--- src/rtl/regfile_writeback_pkg.sv ---
// Shared types and default widths for the register-file writeback front end.
// Optional feature macro: REGFILE_WB_TRACE_EN (retirement trace, source bit per entry).
package regfile_wb_pkg;

  localparam int unsigned RF_ADDR_W = 5;
  localparam int unsigned RF_DATA_W = 64;
  localparam int unsigned RF_DEPTH  = 4;
  localparam int unsigned RF_PEND_W = 3;

  // One writeback request at the default widths.
  typedef struct packed {
    logic [RF_ADDR_W-1:0] rd;
    logic [RF_DATA_W-1:0] data;
  } wb_req_t;

  // Which unit produced a writeback.
  typedef enum logic {
    WB_SRC_ALU = 1'b0,
    WB_SRC_LSU = 1'b1
  } wb_src_e;

endpackage

--- src/rtl/regfile_writeback_if.sv ---
// Bus bundle for regfile_writeback: ALU/LSU writeback handshakes, issue port,
// hazard queries, stall and the register-file write port.
//   master : producer side (core / testbench) - drives requests and queries
//   slave  : regfile_writeback - drives readies, busy flags and rf_*
interface regfile_writeback_if #(
  parameter int unsigned ADDR_WIDTH = regfile_wb_pkg::RF_ADDR_W,
  parameter int unsigned DATA_WIDTH = regfile_wb_pkg::RF_DATA_W
);

  logic                  alu_valid;
  logic                  alu_ready;
  logic [ADDR_WIDTH-1:0] alu_rd;
  logic [DATA_WIDTH-1:0] alu_data;

  logic                  lsu_valid;
  logic                  lsu_ready;
  logic [ADDR_WIDTH-1:0] lsu_rd;
  logic [DATA_WIDTH-1:0] lsu_data;

  logic                  issue_valid;
  logic                  issue_ready;
  logic [ADDR_WIDTH-1:0] issue_rd;

  logic [ADDR_WIDTH-1:0] q_rs1;
  logic [ADDR_WIDTH-1:0] q_rs2;
  logic                  q_rs1_busy;
  logic                  q_rs2_busy;

  logic                  stall;

  logic                  rf_wen;
  logic [ADDR_WIDTH-1:0] rf_rd;
  logic [DATA_WIDTH-1:0] rf_dataD;

  modport master (
    output alu_valid, alu_rd, alu_data,
    output lsu_valid, lsu_rd, lsu_data,
    output issue_valid, issue_rd,
    output q_rs1, q_rs2, stall,
    input  alu_ready, lsu_ready, issue_ready,
    input  q_rs1_busy, q_rs2_busy,
    input  rf_wen, rf_rd, rf_dataD
  );

  modport slave (
    input  alu_valid, alu_rd, alu_data,
    input  lsu_valid, lsu_rd, lsu_data,
    input  issue_valid, issue_rd,
    input  q_rs1, q_rs2, stall,
    output alu_ready, lsu_ready, issue_ready,
    output q_rs1_busy, q_rs2_busy,
    output rf_wen, rf_rd, rf_dataD
  );

endinterface

--- src/rtl/regfile_writeback_wb_fifo.sv ---
// Small synchronous FIFO with wrap-bit pointers; head is visible combinationally.
//   clk, rst_n : clock, async active-low reset (empties the FIFO)
//   push, din  : enqueue din (ignored when full unless popping the same cycle)
//   pop        : retire head (ignored when empty)
//   head       : current head entry
//   full/empty : occupancy flags
module wb_fifo #(
  parameter int unsigned DEPTH = 4,
  parameter type         T     = logic
) (
  input  logic clk,
  input  logic rst_n,
  input  logic push,
  input  T     din,
  input  logic pop,
  output T     head,
  output logic full,
  output logic empty
);

  localparam int unsigned AW = $clog2(DEPTH);

  logic [AW:0] r_wr_ptr;
  logic [AW:0] r_rd_ptr;
  T            r_mem [DEPTH];
  logic        w_do_push;
  logic        w_do_pop;

  // Same index with differing wrap bit means the writer lapped the reader.
  assign empty = (r_wr_ptr == r_rd_ptr);
  assign full  = (r_wr_ptr[AW] != r_rd_ptr[AW]) &&
                 (r_wr_ptr[AW-1:0] == r_rd_ptr[AW-1:0]);
  assign head  = r_mem[r_rd_ptr[AW-1:0]];

  assign w_do_pop  = pop && !empty;
  assign w_do_push = push && (!full || w_do_pop);

  // Storage needs no reset; empty masks stale contents.
  always_ff @(posedge clk) begin
    if (w_do_push) r_mem[r_wr_ptr[AW-1:0]] <= din;
  end

  // Pointer update.
  always_ff @(posedge clk or negedge rst_n) begin
    if (!rst_n) begin
      r_wr_ptr <= '0;
      r_rd_ptr <= '0;
    end else begin
      if (w_do_push) r_wr_ptr <= r_wr_ptr + 1'b1;
      if (w_do_pop)  r_rd_ptr <= r_rd_ptr + 1'b1;
    end
  end

endmodule

--- src/rtl/regfile_writeback.sv ---
// Register-file write-side front end: arbitrates ALU/LSU writebacks (LSU first),
// buffers them in wb_fifo, drains one per cycle onto the register-file write
// port, and keeps per-register pending counters for RAW hazard queries.
// Ports:
//   clk, rst_n : clock, async active-low reset (flushes queue and scoreboard)
//   bus        : regfile_writeback_if.slave - ALU/LSU handshakes, issue port,
//                q_rs1/q_rs2 busy queries, stall, rf_wen/rf_rd/rf_dataD
// Optional: define REGFILE_WB_TRACE_EN to print each retirement with its source.
module regfile_writeback #(
  parameter int unsigned ADDR_WIDTH = regfile_wb_pkg::RF_ADDR_W,
  parameter int unsigned DATA_WIDTH = regfile_wb_pkg::RF_DATA_W,
  parameter int unsigned DEPTH      = regfile_wb_pkg::RF_DEPTH,
  parameter int unsigned PEND_W     = regfile_wb_pkg::RF_PEND_W
) (
  input  logic                 clk,
  input  logic                 rst_n,
  regfile_writeback_if.slave   bus
);

  import regfile_wb_pkg::*;

  localparam int unsigned       NREGS    = 1 << ADDR_WIDTH;
  localparam logic [PEND_W-1:0] PEND_MAX = '1;

  typedef struct packed {
    logic [ADDR_WIDTH-1:0] rd;
    logic [DATA_WIDTH-1:0] data;
`ifdef REGFILE_WB_TRACE_EN
    wb_src_e               src;
`endif
  } entry_t;

  entry_t                w_push_entry;
  entry_t                w_head;
  logic                  w_full;
  logic                  w_empty;
  logic                  w_space;
  logic                  w_lsu_fire;
  logic                  w_alu_fire;
  logic                  w_push;
  logic                  w_pop;
  logic                  w_issue_fire;
  logic [NREGS-1:0]      w_inc_vec;
  logic [NREGS-1:0]      w_dec_vec;
  logic [PEND_W-1:0]     r_pend [NREGS];
  logic [ADDR_WIDTH-1:0] r_last_rd;
  logic [DATA_WIDTH-1:0] r_last_data;

  // Room for an enqueue: a free slot, or a full queue that is draining now.
  // Readies are also held low while reset is asserted.
  assign w_space = rst_n && (!w_full || (!bus.stall && !w_empty));

  assign bus.lsu_ready = w_space;
  assign bus.alu_ready = w_space && !bus.lsu_valid;

  assign w_lsu_fire = bus.lsu_valid && bus.lsu_ready;
  assign w_alu_fire = bus.alu_valid && bus.alu_ready;

  // x0 writes complete the handshake but are dropped here.
  assign w_push = (w_lsu_fire && (bus.lsu_rd != '0)) ||
                  (w_alu_fire && (bus.alu_rd != '0));

  // Winning request becomes the FIFO entry.
  always_comb begin
    w_push_entry      = '0;
    w_push_entry.rd   = w_lsu_fire ? bus.lsu_rd   : bus.alu_rd;
    w_push_entry.data = w_lsu_fire ? bus.lsu_data : bus.alu_data;
`ifdef REGFILE_WB_TRACE_EN
    w_push_entry.src  = w_lsu_fire ? WB_SRC_LSU : WB_SRC_ALU;
`endif
  end

  wb_fifo #(
    .DEPTH (DEPTH),
    .T     (entry_t)
  ) u_fifo (
    .clk   (clk),
    .rst_n (rst_n),
    .push  (w_push),
    .din   (w_push_entry),
    .pop   (w_pop),
    .head  (w_head),
    .full  (w_full),
    .empty (w_empty)
  );

  // Drain: head is written to the register file on the edge where rf_wen=1.
  assign w_pop        = !w_empty && !bus.stall;
  assign bus.rf_wen   = w_pop;
  assign bus.rf_rd    = w_empty ? r_last_rd   : w_head.rd;
  assign bus.rf_dataD = w_empty ? r_last_data : w_head.data;

  // Last retired value, shown on rf_* while the queue is empty.
  always_ff @(posedge clk or negedge rst_n) begin
    if (!rst_n) begin
      r_last_rd   <= '0;
      r_last_data <= '0;
    end else if (w_pop) begin
      r_last_rd   <= w_head.rd;
      r_last_data <= w_head.data;
    end
  end

  // A saturated counter may still accept an issue when it is decremented this cycle.
  assign bus.issue_ready = (r_pend[bus.issue_rd] != PEND_MAX) ||
                           (w_pop && (w_head.rd == bus.issue_rd));
  assign w_issue_fire    = bus.issue_valid && bus.issue_ready && (bus.issue_rd != '0);

  // One-hot increment/decrement selects; x0 never tracked.
  always_comb begin
    w_inc_vec = '0;
    w_dec_vec = '0;
    if (w_issue_fire) w_inc_vec[bus.issue_rd] = 1'b1;
    if (w_pop)        w_dec_vec[w_head.rd]    = 1'b1;
    w_inc_vec[0] = 1'b0;
    w_dec_vec[0] = 1'b0;
  end

  // Pending counters; a decrement at zero holds.
  always_ff @(posedge clk or negedge rst_n) begin
    if (!rst_n) begin
      for (int unsigned i = 0; i < NREGS; i++) r_pend[i] <= '0;
    end else begin
      for (int unsigned i = 0; i < NREGS; i++) begin
        if (w_inc_vec[i] && !w_dec_vec[i]) begin
          r_pend[i] <= r_pend[i] + 1'b1;
        end else if (w_dec_vec[i] && !w_inc_vec[i] && (r_pend[i] != '0)) begin
          r_pend[i] <= r_pend[i] - 1'b1;
        end
      end
    end
  end

  // Hazard queries see committed counters only; no same-cycle forwarding.
  assign bus.q_rs1_busy = (bus.q_rs1 != '0) && (r_pend[bus.q_rs1] != '0);
  assign bus.q_rs2_busy = (bus.q_rs2 != '0) && (r_pend[bus.q_rs2] != '0);

`ifndef SYNTHESIS
  // Retiring a register that decode never marked pending is a protocol error.
  always @(posedge clk) begin
    if (rst_n && w_pop && (r_pend[w_head.rd] == '0)) begin
      $error("regfile_writeback: retirement of x%0d with no pending write", w_head.rd);
    end
  end
`endif

`ifdef REGFILE_WB_TRACE_EN
  // Retirement trace.
  always @(posedge clk) begin
    if (rst_n && w_pop) begin
      $display("wb x%0d <= 0x%0x (%0d) src=%s", w_head.rd, w_head.data,
               $signed(w_head.data), (w_head.src == WB_SRC_LSU) ? "LSU" : "ALU");
    end
  end
`endif

endmodule

--- src/flat_wrapper.sv ---
// flat-port wrapper written by rule: the top's interface ports become plain ports
module regfile_writeback_flat import regfile_wb_pkg::*;
#(
  parameter int unsigned ADDR_WIDTH = regfile_wb_pkg::RF_ADDR_W,
  parameter int unsigned DATA_WIDTH = regfile_wb_pkg::RF_DATA_W,
  parameter int unsigned DEPTH      = regfile_wb_pkg::RF_DEPTH,
  parameter int unsigned PEND_W     = regfile_wb_pkg::RF_PEND_W
)
  (clk, rst_n, bus_alu_valid, bus_alu_rd, bus_alu_data, bus_lsu_valid, bus_lsu_rd, bus_lsu_data, bus_issue_valid, bus_issue_rd, bus_q_rs1, bus_q_rs2, bus_stall, bus_alu_ready, bus_lsu_ready, bus_issue_ready, bus_q_rs1_busy, bus_q_rs2_busy, bus_rf_wen, bus_rf_rd, bus_rf_dataD);
  regfile_writeback_if #(.ADDR_WIDTH(ADDR_WIDTH), .DATA_WIDTH(DATA_WIDTH)) bus_i ();
  input  logic clk;
  input  logic rst_n;
  input wire logic [$bits(bus_i.alu_valid)-1:0] bus_alu_valid;
  input wire logic [$bits(bus_i.alu_rd)-1:0] bus_alu_rd;
  input wire logic [$bits(bus_i.alu_data)-1:0] bus_alu_data;
  input wire logic [$bits(bus_i.lsu_valid)-1:0] bus_lsu_valid;
  input wire logic [$bits(bus_i.lsu_rd)-1:0] bus_lsu_rd;
  input wire logic [$bits(bus_i.lsu_data)-1:0] bus_lsu_data;
  input wire logic [$bits(bus_i.issue_valid)-1:0] bus_issue_valid;
  input wire logic [$bits(bus_i.issue_rd)-1:0] bus_issue_rd;
  input wire logic [$bits(bus_i.q_rs1)-1:0] bus_q_rs1;
  input wire logic [$bits(bus_i.q_rs2)-1:0] bus_q_rs2;
  input wire logic [$bits(bus_i.stall)-1:0] bus_stall;
  output wire logic [$bits(bus_i.alu_ready)-1:0] bus_alu_ready;
  output wire logic [$bits(bus_i.lsu_ready)-1:0] bus_lsu_ready;
  output wire logic [$bits(bus_i.issue_ready)-1:0] bus_issue_ready;
  output wire logic [$bits(bus_i.q_rs1_busy)-1:0] bus_q_rs1_busy;
  output wire logic [$bits(bus_i.q_rs2_busy)-1:0] bus_q_rs2_busy;
  output wire logic [$bits(bus_i.rf_wen)-1:0] bus_rf_wen;
  output wire logic [$bits(bus_i.rf_rd)-1:0] bus_rf_rd;
  output wire logic [$bits(bus_i.rf_dataD)-1:0] bus_rf_dataD;
  assign bus_i.alu_valid = bus_alu_valid;
  assign bus_i.alu_rd = bus_alu_rd;
  assign bus_i.alu_data = bus_alu_data;
  assign bus_i.lsu_valid = bus_lsu_valid;
  assign bus_i.lsu_rd = bus_lsu_rd;
  assign bus_i.lsu_data = bus_lsu_data;
  assign bus_i.issue_valid = bus_issue_valid;
  assign bus_i.issue_rd = bus_issue_rd;
  assign bus_i.q_rs1 = bus_q_rs1;
  assign bus_i.q_rs2 = bus_q_rs2;
  assign bus_i.stall = bus_stall;
  assign bus_alu_ready = bus_i.alu_ready;
  assign bus_lsu_ready = bus_i.lsu_ready;
  assign bus_issue_ready = bus_i.issue_ready;
  assign bus_q_rs1_busy = bus_i.q_rs1_busy;
  assign bus_q_rs2_busy = bus_i.q_rs2_busy;
  assign bus_rf_wen = bus_i.rf_wen;
  assign bus_rf_rd = bus_i.rf_rd;
  assign bus_rf_dataD = bus_i.rf_dataD;
  regfile_writeback #(.ADDR_WIDTH(ADDR_WIDTH), .DATA_WIDTH(DATA_WIDTH), .DEPTH(DEPTH), .PEND_W(PEND_W)) u_core (.clk(clk), .rst_n(rst_n), .bus(bus_i));
endmodule
--- config.mk ---
export PLATFORM = sky130hd
export DESIGN_NAME = regfile_writeback_flat
export DESIGN_NICKNAME = d
export VERILOG_FILES = /design/src/rtl/regfile_writeback_pkg.sv /design/src/rtl/regfile_writeback_if.sv /design/src/rtl/regfile_writeback_wb_fifo.sv /design/src/rtl/regfile_writeback.sv /design/src/flat_wrapper.sv
export SDC_FILE = /design/constraint.sdc
export NUM_CORES = 1
export LEC_CHECK = 0
export CAP_MARGIN = 20
export CELL_PAD_IN_SITES_DETAIL_PLACEMENT = 1
export CELL_PAD_IN_SITES_GLOBAL_PLACEMENT = 2
export CORE_MARGIN = 5
export CORE_UTILIZATION = 45
export DETAILED_ROUTE_END_ITERATION = 16
export DONT_BUFFER_PORTS = 1
export GPL_TIMING_DRIVEN = 0
export HOLD_SLACK_MARGIN = 0.06
export PLACE_DENSITY_LB_ADDON = 0.1
export SYNTH_ARGS = -nofsm -noshare
export SYNTH_HDL_FRONTEND = slang
export SYNTH_SLANG_ARGS = --single-unit
--- constraint.sdc ---
create_clock -name clk -period 4.4 [get_ports clk]
set_input_delay 0.44 -clock clk [delete_from_list [all_inputs] [get_ports clk]]
set_output_delay 0.44 -clock clk [all_outputs]
set_load 0.1 [all_outputs]
==> results.py <==
metrics = {
    "global_routing": {
        "grt_overflow": 0,
        "antenna_found_initial": 1,
        "grt_pass1_vias": 15505,
        "grt_start_max_net_pins": 169,
        "grt_use_total": 0.2440,
        "grt_first_pass_wirelength_microns": 98630,
    },
    "setup_path": {
        "critPathKind": "reg -> reg",
        "cp_num_cells": 12,
        "cp_cell_sequence": "buf_6, mux4_2, xnor2_1, nand4_1, nor3_2, o41a_2, clkbuf_4, buf_4, nand4_1, fa_1, o221a_1, or3_1",
        "cp-start-kind": "flop",
        "max_stage_delay_ns": 0.66,
        "required_ns": 4.88,
        "cp_data_arrival_time_ns": 4.73,
        "reg2regPathDepth": 12,
        "slowest_stage": "mux4_2",
        "path_delay_family": "simple AND/OR/NAND/NOR gates",
        "critical_path_buf_inv_count": 3,
        "cp_common_cell": "nand4_1",
        "cp_max_fo": 10,
        "cp-end-kind": "flop",
    },
    "floorplanning": {
        "dieHeight_microns": 232.1,
        "fp.coreArea_sq_um": 48850,
        "initial_utilization": 0.4543,
        "rows": 81,
        "io_pins": 234,
        "die-area_sq_um": 53860,
        "die_w_microns": 232.1,
    },
    "clocking": {
        "clk_pin_slew_ns": 0.06,
        "cts_htree_levels": 2,
        "numCtsBuffers": 49,
        "cts_sinks": 444,
        "clk_latency_ns": 0.61,
        "ctsLongestPathBuffers": 3,
        "cts_tree": "built",
        "root_buffer": "clkbuf_16",
    },
    "place": {
        "place_congestion": 0.8713,
        "place_ws_ns": -0.2677,
        "place_area_sq_um": 23270,
        "dp_hpwl_microns": 45350,
        "port-buffer-count": 0,
    },
    "yosys": {
        "syn_avg_cell_area_sq_um": 13.78,
        "async_flop_share": 0.3784,
        "ys_types": 79,
        "syn-num-nets": 1805,
        "synth_seq_cells": 444,
        "synth_edf_count": 276,
        "yosysWarnings": 0,
        "netlist_area_sq_um": 22190,
        "syn_inst": 1610,
        "yosysSeqAreaShare": 0.5629,
        "synth_ff_type": "edfxtp_1",
    },
    "timing": {
        "hold_viol": 0,
        "slew_headroom": 0.2564,
        "rsz0062_at_grt": "no",
        "timing.fmax_mhz": 234.9,
        "final.period_utilization": 0.9675,
        "fin_setup_tns_ns": 0,
        "layout_setup_ws_ns": 0.1429,
        "tightest_slew_ns": 1.115,
        "fin_worst_skew_ns": 0.02582,
        "fin_crit_ns": 4.257,
        "setup_violations": 0,
        "drv_slew": 0,
    },
    "drt": {
        "ant_nets": 0,
        "vias": 14326,
        "drtPass1Iterations": 5,
        "drcViolationCount": 0,
        "drt_wl_total_microns": 65600,
        "wire_per_inst_microns": 27.59,
        "via_per_inst": 6.024,
        "drt_iter0_markers": 859,
    },
    "layout": {
        "area_delta_synth_final_pct": 12.44,
        "nets": 1868,
        "n_fill_cell": 4811,
        "multi_input_comb_area_sq_um": 9290,
        "drive_above_1_share": 0.2318,
        "register_area_sq_um": 12490,
        "final_util": 0.5108,
        "stdcell_area_sq_um": 24950,
    },
    "worst_hold_path": {
        "worstHoldPathType": "in -> reg",
        "min_delay_path_depth": 1,
    },
    "flow_run": {
        "max_cap_viol_count": 0,
    },
    "status": {
        "status": "complete, no violations",
    },
}
-- layout make-up --
class,instances,share of cell area
Buffer,85,0.01655
Timing Repair Buffer,12,0.009427
Clock inverter,13,0.008023
Sequential cell,444,0.5006
Clock buffer,78,0.05711
Tap cell,664,0.03329
Antenna cell,1,0.0001003
Multi-Input combinational cell,1064,0.3723
Inverter,17,0.002557
-- per-layer routing --
layer / track usage / part of all wire / vias to the layer above
met5: 0 / 0 / -
met4: 0.1008 / 0.041 / 0
met3: 0.05124 / 0.054 / 119
met2: 0.4158 / 0.50 / 377
met1: 0.3046 / 0.40 / 7510
li1: - / - / 6320
-- state kept, by name, summed over array words and instances, names as in the netlist --
| name | flops |
|---|---|
| u_core.r_pend | 93 |
| u_core.r_last_rd | 5 |
| u_core.r_last_data | 64 |
| u_core.u_fifo.r_rd_ptr | 3 |
| u_core.u_fifo.r_mem | 276 |
| u_core.u_fifo.r_wr_ptr | 3 |
-- cells in the mapped netlist (27+ instances only) --
cell / instances / share of area
fa_1: 31 / 0.028
mux2i_1: 44 / 0.020
nand4_1: 28 / 0.0079
edfxtp_1: 276 / 0.37
clkbuf_1: 36 / 0.0061
mux4_2: 94 / 0.095
mux2_2: 169 / 0.086
nor2_1: 38 / 0.0064
nand2_1: 255 / 0.043
nor3_1: 47 / 0.011
o21ai_0: 27 / 0.0061
dfrtp_1: 168 / 0.19
-- path summary, 6_finish.rpt --
| check | from | to | slack (ns) |
|---|---|---|---|
| worst min-delay path | bus_lsu_data[47] | u_core.u_fifo.r_mem[0][47]$_DFFE_PP_ | 0.11 |
| worst min register to register | u_core.r_last_data[15]$_DFFE_PN0P_ | u_core.r_last_data[15]$_DFFE_PN0P_ | 0.48 |
| min in group asynchronous | rst_n | u_core.r_pend[6]$_DFFE_PN0P_ | 0.57 |
| max in group asynchronous | rst_n | u_core.r_last_data[12]$_DFFE_PN0P_ | 2.89 |
| worst max-delay path | u_core.u_fifo.r_rd_ptr[0]$_DFFE_PN0P_ | u_core.r_pend[50]$_DFFE_PN0P_ | 0.14 |
| worst max register to register | u_core.u_fifo.r_rd_ptr[0]$_DFFE_PN0P_ | u_core.r_pend[50]$_DFFE_PN0P_ | 0.14 |
-- worst reg2reg max path: cells and delay by family (launching register included) --
kind	cells	cell delay, ns
multiplexers	1	0.67
buffers and inverters	3	0.81
XOR/XNOR	1	0.20
AND/OR/NAND/NOR	4	1.01
flip-flops	1	0.36
adder cells (fa/ha/maj)	1	0.53
AO/OA/AOI/OAI	2	0.57
-- cell families after synthesis --
kind of cell	Yosys count	synth area share
simple gates	491	0.1048
flops	444	0.5629
mux	316	0.2056
compound gates	205	0.06845
buf+inv	102	0.02092
fa+ha+maj	36	0.03078
xor+xnor	16	0.006653
-- repair_timing --
action                                  in CTS  in global routing
gates cloned                                 0                  0
pin swaps                                    0                  0
endpoints found under the setup margin      12                  4
hold buffers                                 2                  0
resized for setup                            2                  6
hold endpoints to repair                   168                  0
setup buffers                                0                  0
-- layout by cell type, fill, tap and decap left out, drive strengths merged, types with 9 or more instances in the layout --
| cell | n |
|---|---|
| edfxtp | 276 |
| nand2 | 255 |
| mux2 | 178 |
| dfrtp | 168 |
| clkbuf | 118 |
| mux4 | 94 |
| buf | 56 |
| o21ai | 49 |
| nor3 | 48 |
| mux2i | 44 |
| nor2 | 39 |
| fa | 31 |
| nand4 | 28 |
| and2 | 24 |
| nand3 | 22 |
| a22o | 18 |
| inv | 16 |
| or3 | 13 |
| o31a | 13 |
| o211ai | 13 |
| nor3b | 12 |
| a21oi | 11 |
| nor4 | 11 |
| a21o | 11 |
| clkinv | 10 |
| a31oi | 9 |
| a31o | 9 |
-- through the flow --
step                      cells  hold WS, ns
final                      2378       0.1063
after global routing       2378      0.08482
after CTS                  2377      0.07180
after detailed placement   2284       0.1542
after global placement     2274       0.1544
after floorplan            1610       0.1444
Power is not shown: default switching activity piles up to over one toggle a cycle in this logic, so the estimate is an artifact.
